`config.mk`:
```
export PLATFORM = sky130hd
export DESIGN_NAME = mem_ctrl
export DESIGN_NICKNAME = d
export VERILOG_FILES = /design/src/rtl/mem_ctrl.sv
export SDC_FILE = /design/constraint.sdc
export NUM_CORES = 1
export LEC_CHECK = 0
export ABC_AREA = 0
export ABC_CLOCK_PERIOD_IN_PS = 4800
export BUFFER_PORTS_ARGS = -buffer_cell sky130_fd_sc_hd__buf_4
export CAP_MARGIN = 10
export CORE_ASPECT_RATIO = 0.6
export CORE_UTILIZATION = 40
export DETAILED_ROUTE_END_ITERATION = 6
export GPL_TIMING_DRIVEN = 0
export PLACE_DENSITY_LB_ADDON = 0.3
export SYNTH_ARGS = -nofsm -noshare
export SYNTH_HDL_FRONTEND = slang
export SYNTH_SLANG_ARGS = --single-unit
```
`constraint.sdc`:
```
create_clock -name clk -period 4.8 [get_ports clk]
set_input_delay 0.48 -clock clk [delete_from_list [all_inputs] [get_ports clk]]
set_output_delay 0.48 -clock clk [all_outputs]
set_load 0.01 [all_outputs]
```
`src/rtl/mem_ctrl.sv`:
```
`default_nettype none
// ============================================================================
// Module   : mem_ctrl
// Brief    : Serialises one load/store request onto a byte-wide RAM port.
// Revision : 1.0
// ============================================================================
module mem_ctrl #(
    parameter int ADDR_WIDTH = 32
) (
    input  logic                  clk,
    input  logic                  rst,
    input  logic                  rdy,
    input  logic                  req_valid_i,
    input  logic                  req_we_i,
    input  logic [1:0]            req_width_i,
    input  logic                  req_signed_i,
    input  logic [ADDR_WIDTH-1:0] req_addr_i,
    input  logic [31:0]           req_wdata_i,
    output logic                  busy_o,
    output logic                  done_o,
    output logic [31:0]           rdata_o,
    output logic [ADDR_WIDTH-1:0] ram_a_o,
    output logic                  ram_wr_o,
    output logic [7:0]            ram_dout_o,
    input  logic [7:0]            ram_din_i
);

    localparam logic [1:0] S_IDLE  = 2'd0;
    localparam logic [1:0] S_READ  = 2'd1;
    localparam logic [1:0] S_WRITE = 2'd2;
    localparam logic [1:0] S_DONE  = 2'd3;

    logic [1:0]            state_q,  state_d;
    logic [2:0]            cnt_q,    cnt_d;
    logic [ADDR_WIDTH-1:0] addr_q,   addr_d;
    logic [1:0]            width_q,  width_d;
    logic                  signed_q, signed_d;
    logic [31:0]           wdata_q,  wdata_d;
    logic [31:0]           rdata_q,  rdata_d;

    logic [2:0]            last_idx;
    logic [1:0]            cap_idx;
    logic [2:0]            rd_off;
    logic [31:0]           ext;

    always_comb begin
        case (width_q)
            2'b00:   last_idx = 3'd0;
            2'b01:   last_idx = 3'd1;
            default: last_idx = 3'd3;
        endcase
    end

    // Read data lags its address by one cycle, so cycle k stores byte k-2.
    assign cap_idx = cnt_q[1:0] - 2'd1;
    // The extra capture cycle keeps presenting the final address.
    assign rd_off  = (cnt_q > last_idx) ? last_idx : cnt_q;

    always_comb begin
        state_d  = state_q;
        cnt_d    = cnt_q;
        addr_d   = addr_q;
        width_d  = width_q;
        signed_d = signed_q;
        wdata_d  = wdata_q;
        rdata_d  = rdata_q;
        if (rdy) begin
            case (state_q)
                S_IDLE: begin
                    if (req_valid_i) begin
                        addr_d   = req_addr_i;
                        width_d  = req_width_i;
                        signed_d = req_signed_i;
                        wdata_d  = req_wdata_i;
                        rdata_d  = 32'h0;
                        cnt_d    = 3'd0;
                        state_d  = req_we_i ? S_WRITE : S_READ;
                    end
                end
                S_WRITE: begin
                    if (cnt_q == last_idx) begin
                        state_d = S_DONE;
                    end else begin
                        cnt_d = cnt_q + 3'd1;
                    end
                end
                S_READ: begin
                    if (cnt_q != 3'd0) begin
                        rdata_d[{cap_idx, 3'b000} +: 8] = ram_din_i;
                    end
                    if (cnt_q == last_idx + 3'd1) begin
                        state_d = S_DONE;
                    end else begin
                        cnt_d = cnt_q + 3'd1;
                    end
                end
                default: begin
                    state_d = S_IDLE;
                    cnt_d   = 3'd0;
                end
            endcase
        end
    end

    always_ff @(posedge clk) begin
        if (!rst) begin
            state_q  <= S_IDLE;
            cnt_q    <= 3'd0;
            addr_q   <= '0;
            width_q  <= 2'b00;
            signed_q <= 1'b0;
            wdata_q  <= 32'h0;
            rdata_q  <= 32'h0;
        end else begin
            state_q  <= state_d;
            cnt_q    <= cnt_d;
            addr_q   <= addr_d;
            width_q  <= width_d;
            signed_q <= signed_d;
            wdata_q  <= wdata_d;
            rdata_q  <= rdata_d;
        end
    end

    always_comb begin
        ram_a_o    = '0;
        ram_wr_o   = 1'b0;
        ram_dout_o = 8'h00;
        case (state_q)
            S_WRITE: begin
                ram_a_o    = addr_q + ADDR_WIDTH'(cnt_q);
                ram_wr_o   = rdy;
                ram_dout_o = wdata_q[{cnt_q[1:0], 3'b000} +: 8];
            end
            S_READ: begin
                ram_a_o = addr_q + ADDR_WIDTH'(rd_off);
            end
            default: ;
        endcase
    end

    always_comb begin
        case (width_q)
            2'b00:   ext = {{24{signed_q & rdata_q[7]}}, rdata_q[7:0]};
            2'b01:   ext = {{16{signed_q & rdata_q[15]}}, rdata_q[15:0]};
            default: ext = rdata_q;
        endcase
    end

    assign busy_o  = (state_q != S_IDLE);
    assign done_o  = (state_q == S_DONE) && rdy;
    assign rdata_o = (state_q == S_DONE) ? ext : 32'h0;

endmodule
`default_nettype wire

```
Yosys cells after proc, flatten, opt, wreduce, memory -nomap -nowiden

Cells that the tools add are included.

Flip-flop bits (word level): 104
Input port bits: 80
Output and inout bits: 75
Word-level logic and storage cells: 61

Add/subtract/negate cells: 6
Magnitude comparators: 1
Equal/unequal tests: 12
Shifts and indexed selects: 3
Mux-type cells: 20
Bitwise gates (word level): 2
Reductions and logical operators: 10

Operator list:

| kind                                                                   | number |
|---|---|
| 32-bit one-hot mux with 2 select lines                                 | 3 |
| 32-bit 2-to-1 mux                                                      | 3 |
| 32-bit by 3-bit adder with 32-bit output                               | 2 |
| 32-bit bitwise mux                                                     | 1 |
| 8-bit by 7-bit variable shift with 32-bit output, first input constant | 1 |
| 32-bit by 6-bit variable part select with 8-bit output                 | 1 |
| 8-bit by 7-bit variable part select with 32-bit output                 | 1 |
| 3-bit 2-to-1 mux                                                       | 4 |
| 2-bit != test, second input constant                                   | 6 |
| 4-bit AND reduction                                                    | 3 |
| 3-bit one-hot mux with 3 select lines                                  | 1 |
| 2-bit 2-to-1 mux                                                       | 4 |
| 8-bit 2-to-1 mux                                                       | 1 |
| 5-bit negation with 7-bit output                                       | 1 |
| 3-bit by 1-bit adder with 3-bit output, second input constant          | 2 |
| 3-bit == test                                                          | 2 |
| 2-bit one-hot mux with 3 select lines                                  | 1 |
| 2-bit by 1-bit == test with 1-bit output, second input constant        | 2 |
| 2-bit == test, second input constant                                   | 2 |
| 2-bit logical NOT                                                      | 2 |
| 2-bit one-hot mux with 2 select lines                                  | 1 |
| 2-bit nonzero test                                                     | 2 |
| 3-bit greater-than comparator                                          | 1 |
| 3-bit AND reduction                                                    | 1 |
| 5 further kinds                                                        | 6 |

Logic depth before layout (Yosys ltp)

Depth in word-level cells: 6
Gate-level depth with buffers: 15
Gate-level depth less buffers: 14

Least setup slack after synthesis

Ideal clock, no wire load.

Path type: flip-flop to output port
Start: register width_q[1]
End: output ram_a_o[20]
Data arrival time: 3.729 ns
Required time: 4.320 ns
Slack: 0.591 ns
Stages on the path, launching flop included: 15
Path buffers: 1
Cells stage by stage: dfxtp_1 -> clkbuf_1 -> inv_1 -> ha_1 -> nor2b_1 -> o21a_1 -> o21ai_0 -> mux2i_1 -> ha_1 -> inv_1 -> fa_1 -> nor2b_1 -> o21ai_2 -> or4_1 -> a21oi_1

Cells in the longest elaborated chain, start to end: 6
Elaborated cells between the ends (all ways): 7
Classes of those cells: add/sub: 1; order compare: 1; eq/ne: 1; mux: 3; reduce/logical: 1

RTL lines:

| element                                                                       | line | RTL |
|---|---|---|
| start: declaration                                                            | 36   | `logic [1:0] width_q, width_d;` |
| start signal: assignment                                                      | 118  | `width_q <= width_d;` |
| 2-bit by 1-bit == test with 1-bit output or 2-bit logical NOT (tied branches) | 47   | `case (width_q)` |
| 2-bit one-hot mux with 2 select lines (*)                                     | 47   |  |
| 3-bit greater-than comparator                                                 | 57   | `assign rd_off = (cnt_q > last_idx) ? last_idx : cnt_q;` |
| 3-bit 2-to-1 mux (*)                                                          | 57   |  |
| 32-bit by 3-bit adder with 32-bit output (*)                                  | 136  | `ram_a_o = addr_q + ADDR_WIDTH'(rd_off);` |
| 32-bit one-hot mux with 2 select lines (*)                                    | 129  | `case (state_q)` |
| end: declaration                                                              | 22   | `output logic [ADDR_WIDTH-1:0] ram_a_o,` |

Mark *: on every way between the ends. The rest lies on a longest branch, timed or not.

Worst setup path in the final report

Start: register width_q[1]
End: output ram_a_o[18]

Same word-level chain as after synthesis.

==> impl_metrics.yaml <==
global_routing:
  grt_usage_pct: 24.7
  grt_pass1_wl_um: 28400
  grt.overflow.total: 0
  antenna_found_initial: 0
  grt_max_degree: 17
  grt_pass1_vias: 5404
power:
  finalPower_mw: 2.16
  irDropWorstVdd_mv: 0.131
  p_per_area_nw_per_um2: 287
  leakagePower_nw: 2.89
sta:
  slew_headroom_pct: 49.1
  tightest_slew_ns: 0.758
  period_minus_slack_ns: 4.55
  fin_skew_ns: 0.00679
  max_freq_ghz: 0.220
  hold_viol: 0
  maxSlewViolCount: 0
  period_share_pct: 94.9
  setup_viol: 0
  fin_ws_ns: 0.245
  rsz0062_at_grt: "yes"
run:
  drv_cap: 0
route:
  drtPass1Iterations: 5
  drc_errors: 0
  vias: 5988
  avgViaCountPerCell: 5.37
  routedWlPerCell_um: 15.9
  ant_nets: 0
  drt-initial-drc-count: 408
  routed_wl_um: 17800
yosys:
  synth-edff-count: 0
  synth_compound_gate_area_share_pct: 20.1
  synthSimpleGateAreaFrac_pct: 27.2
  synth.area.top_cells: "dfxtp_1, a21oi_1, nand2_1"
  synth_adder_area_share_pct: 3.39
  synth_top_family_by_area: "simple AND/OR/NAND/NOR gates"
  synthFlopType: "dfxtp_1"
  syn_nets: 849
  yosysWarnings: 0
  synth_mux_area_share_pct: 5.21
  synth_top_area_cell: "dfxtp_1"
  synth_cell_types: 58
  synth-xor-area-share_pct: 1.22
  synth-seq-cells: 104
  synth_top_cell_area_share_pct: 36.1
  synth_area_per_cell_sq_um: 7.65
  ys_seq_area_share_pct: 36.1
  async_flop_share_pct: 0
  syn_inst: 754
  netlist_area_sq_um: 5770
worst_setup_path:
  max_stage_delay_ns: 0.53
  crit_fanout: 10
  cp_top_family: "simple AND/OR/NAND/NOR gates"
  start_kind: "flop"
  crit_path_cell_trace: "nor2_1 -> clkbuf_4 -> inv_1 -> ha_1 -> nand2_1 -> o21a_1 -> o21ai_4 -> mux2i_1 -> ha_1 -> inv_1 -> fa_1 -> nor2b_4 -> o21ai_2 -> or4_1 -> a21oi_1 -> buf_4"
  cpMaxStageDelayCell: "or4_1"
  cp_num_buf_inv: 4
  cp.arrival_ns: 4.07
  crit_type: "reg2out"
  end_kind: "primary output"
  cp_data_required_time_ns: 4.32
layout:
  antenna_cells: 0
  fillers: 1389
  drive_above_1_share_pct: 22.8
  syn_to_final_growth_pct: 30.6
  fin_nets: 1014
cts:
  post_cts_buffers: 0
  insertion_delay_ns: 0.34
  root_buffer: "clkbuf_16"
  clkTransAtPathRegs_ns: 0.07
  h-tree-depth: 3
  cts_tree: "built"
  cts_buffer_depth: 2
  cts_buffers: 9
  clkSinkCount: 104
die:
  die_area_sq_um: 14900
  fp.dieH_um: 95.0
  die_w_um: 157
  io_pins: 155
  start_util_pct: 41.6
  rows: 33
  core-area_sq_um: 13900
placement:
  dp_hpwl_um: 13300
  place_congestion: 0.855
  portBuffers: 154
  pre_cts_slack_ns: -0.000501
run_status:
  outcome: "finished clean"
min_path:
  holdCritPathClass: "in2reg"
state kept, by name, summed over array words and instances, names as in the netlist:
name,flops
width_q,2
state_q,2
addr_q,32
wdata_q,32
rdata_q,32
signed_q,1
cnt_q,3
stage by stage:
stage                     instances  hold slack [ns]  cell area [sq um]  util (%)  setup TNS, ns
after floorplan                 754            0.433               5770         -              0
after global placement         1100            0.439               7160      51.6              0
after detailed placement       1100            0.446               7160      51.6      -0.000501
after CTS                      1116            0.359               7500      54.1              0
after global routing           1116            0.358               7530      54.3        -0.0256
final                          1116            0.365               7530      54.3              0
final timing paths:
| kind | startpoint | to | slack (ns) | depth (start not counted) |
|---|---|---|---|---|
| worst min-delay path | ram_din_i[0] | rdata_q[0] | 0.37 | 2 |
| worst min register to register | wdata_q[3] | wdata_q[3] | 0.45 | 2 |
| worst max-delay path | width_q[1] | ram_a_o[18] | 0.25 | 16 |
| worst max register to register | cnt_q[1] | rdata_q[28] | 1.76 | 8 |
power breakdown:
group	internal (mW)	switching [mW]	leakage, nW	total (mW)
sequential	0.902	0.0355	0.845	0.938
combinational	0.158	0.245	1.88	0.403
clock	0.487	0.329	0.159	0.816
area by class of cell:
cell class	count	area [sq um]	share of cell area (%)
Buffer	53	275	3.66
Clock buffer	12	256	3.41
Clock inverter	4	76.3	1.01
Inverter	32	120	1.60
Multi-Input combinational cell	565	3320	44.1
Sequential cell	104	2080	27.7
Tap cell	192	240	3.19
Timing Repair Buffer	154	1160	15.4
per-layer routing:
layer | wire, um | vias to the layer above | track usage (%)
met1 | 8880 | 2802 | 37.2
met2 | 7340 | 234 | 36.0
li1 | - | 2944 | -
met4 | 102 | 0 | 3.51
met3 | 1460 | 8 | 5.46
met5 | 0 | - | 0
cell families (layout without fill, tap and decap cells):
kind of cell,after synthesis,count (layout)
buf+inv,85,255
simple gates,318,318
xor+xnor,8,8
fa+ha+maj,15,15
compound gates,204,204
flops,104,104
mux,20,20
timing repair:
item	CTS	global route
gates resized for setup	4	8
endpoints found under the setup margin	12	11
hold buffers	0	0
cells in the mapped netlist (2+ instances only):
cell      count
xnor2_1       2
and4_1        4
nor2b_1       5
nand2_1     165
xor2_1        6
o21a_1       12
buf_2         6
o21ai_0      35
nor4_1        8
nand3_1      19
and3_1        4
a22o_1        8
ha_1         14
a21oi_1     125
buf_1         3
o31ai_1       8
buf_6         7
and2_1       20
o211ai_1      3
nor3_1       11
buf_4         2
nor2_1       21
mux2i_1      12
or4_1        20
nand2b_1     17
mux4_2        8
dfxtp_1     104
clkbuf_1     34
or3_1         4
inv_1        31
nand4_1       8
a211oi_1      2
placed cells by master, fill, tap and decap left out, types with 8 or more instances in the layout:
cell type	count
a21oi_1	125
a22o_1	8
and2_1	20
buf_4	156
clkbuf_1	33
clkbuf_16	9
dfxtp_1	104
ha_1	14
inv_1	31
mux2i_1	12
mux4_2	8
nand2_1	165
nand2b_1	17
nand3_1	19
nand4_1	8
nor2_1	21
nor3_1	11
o21a_1	12
o21ai_0	34
o31ai_1	8
or4_1	20
Note: power is estimated with default switching activity, not from simulation.
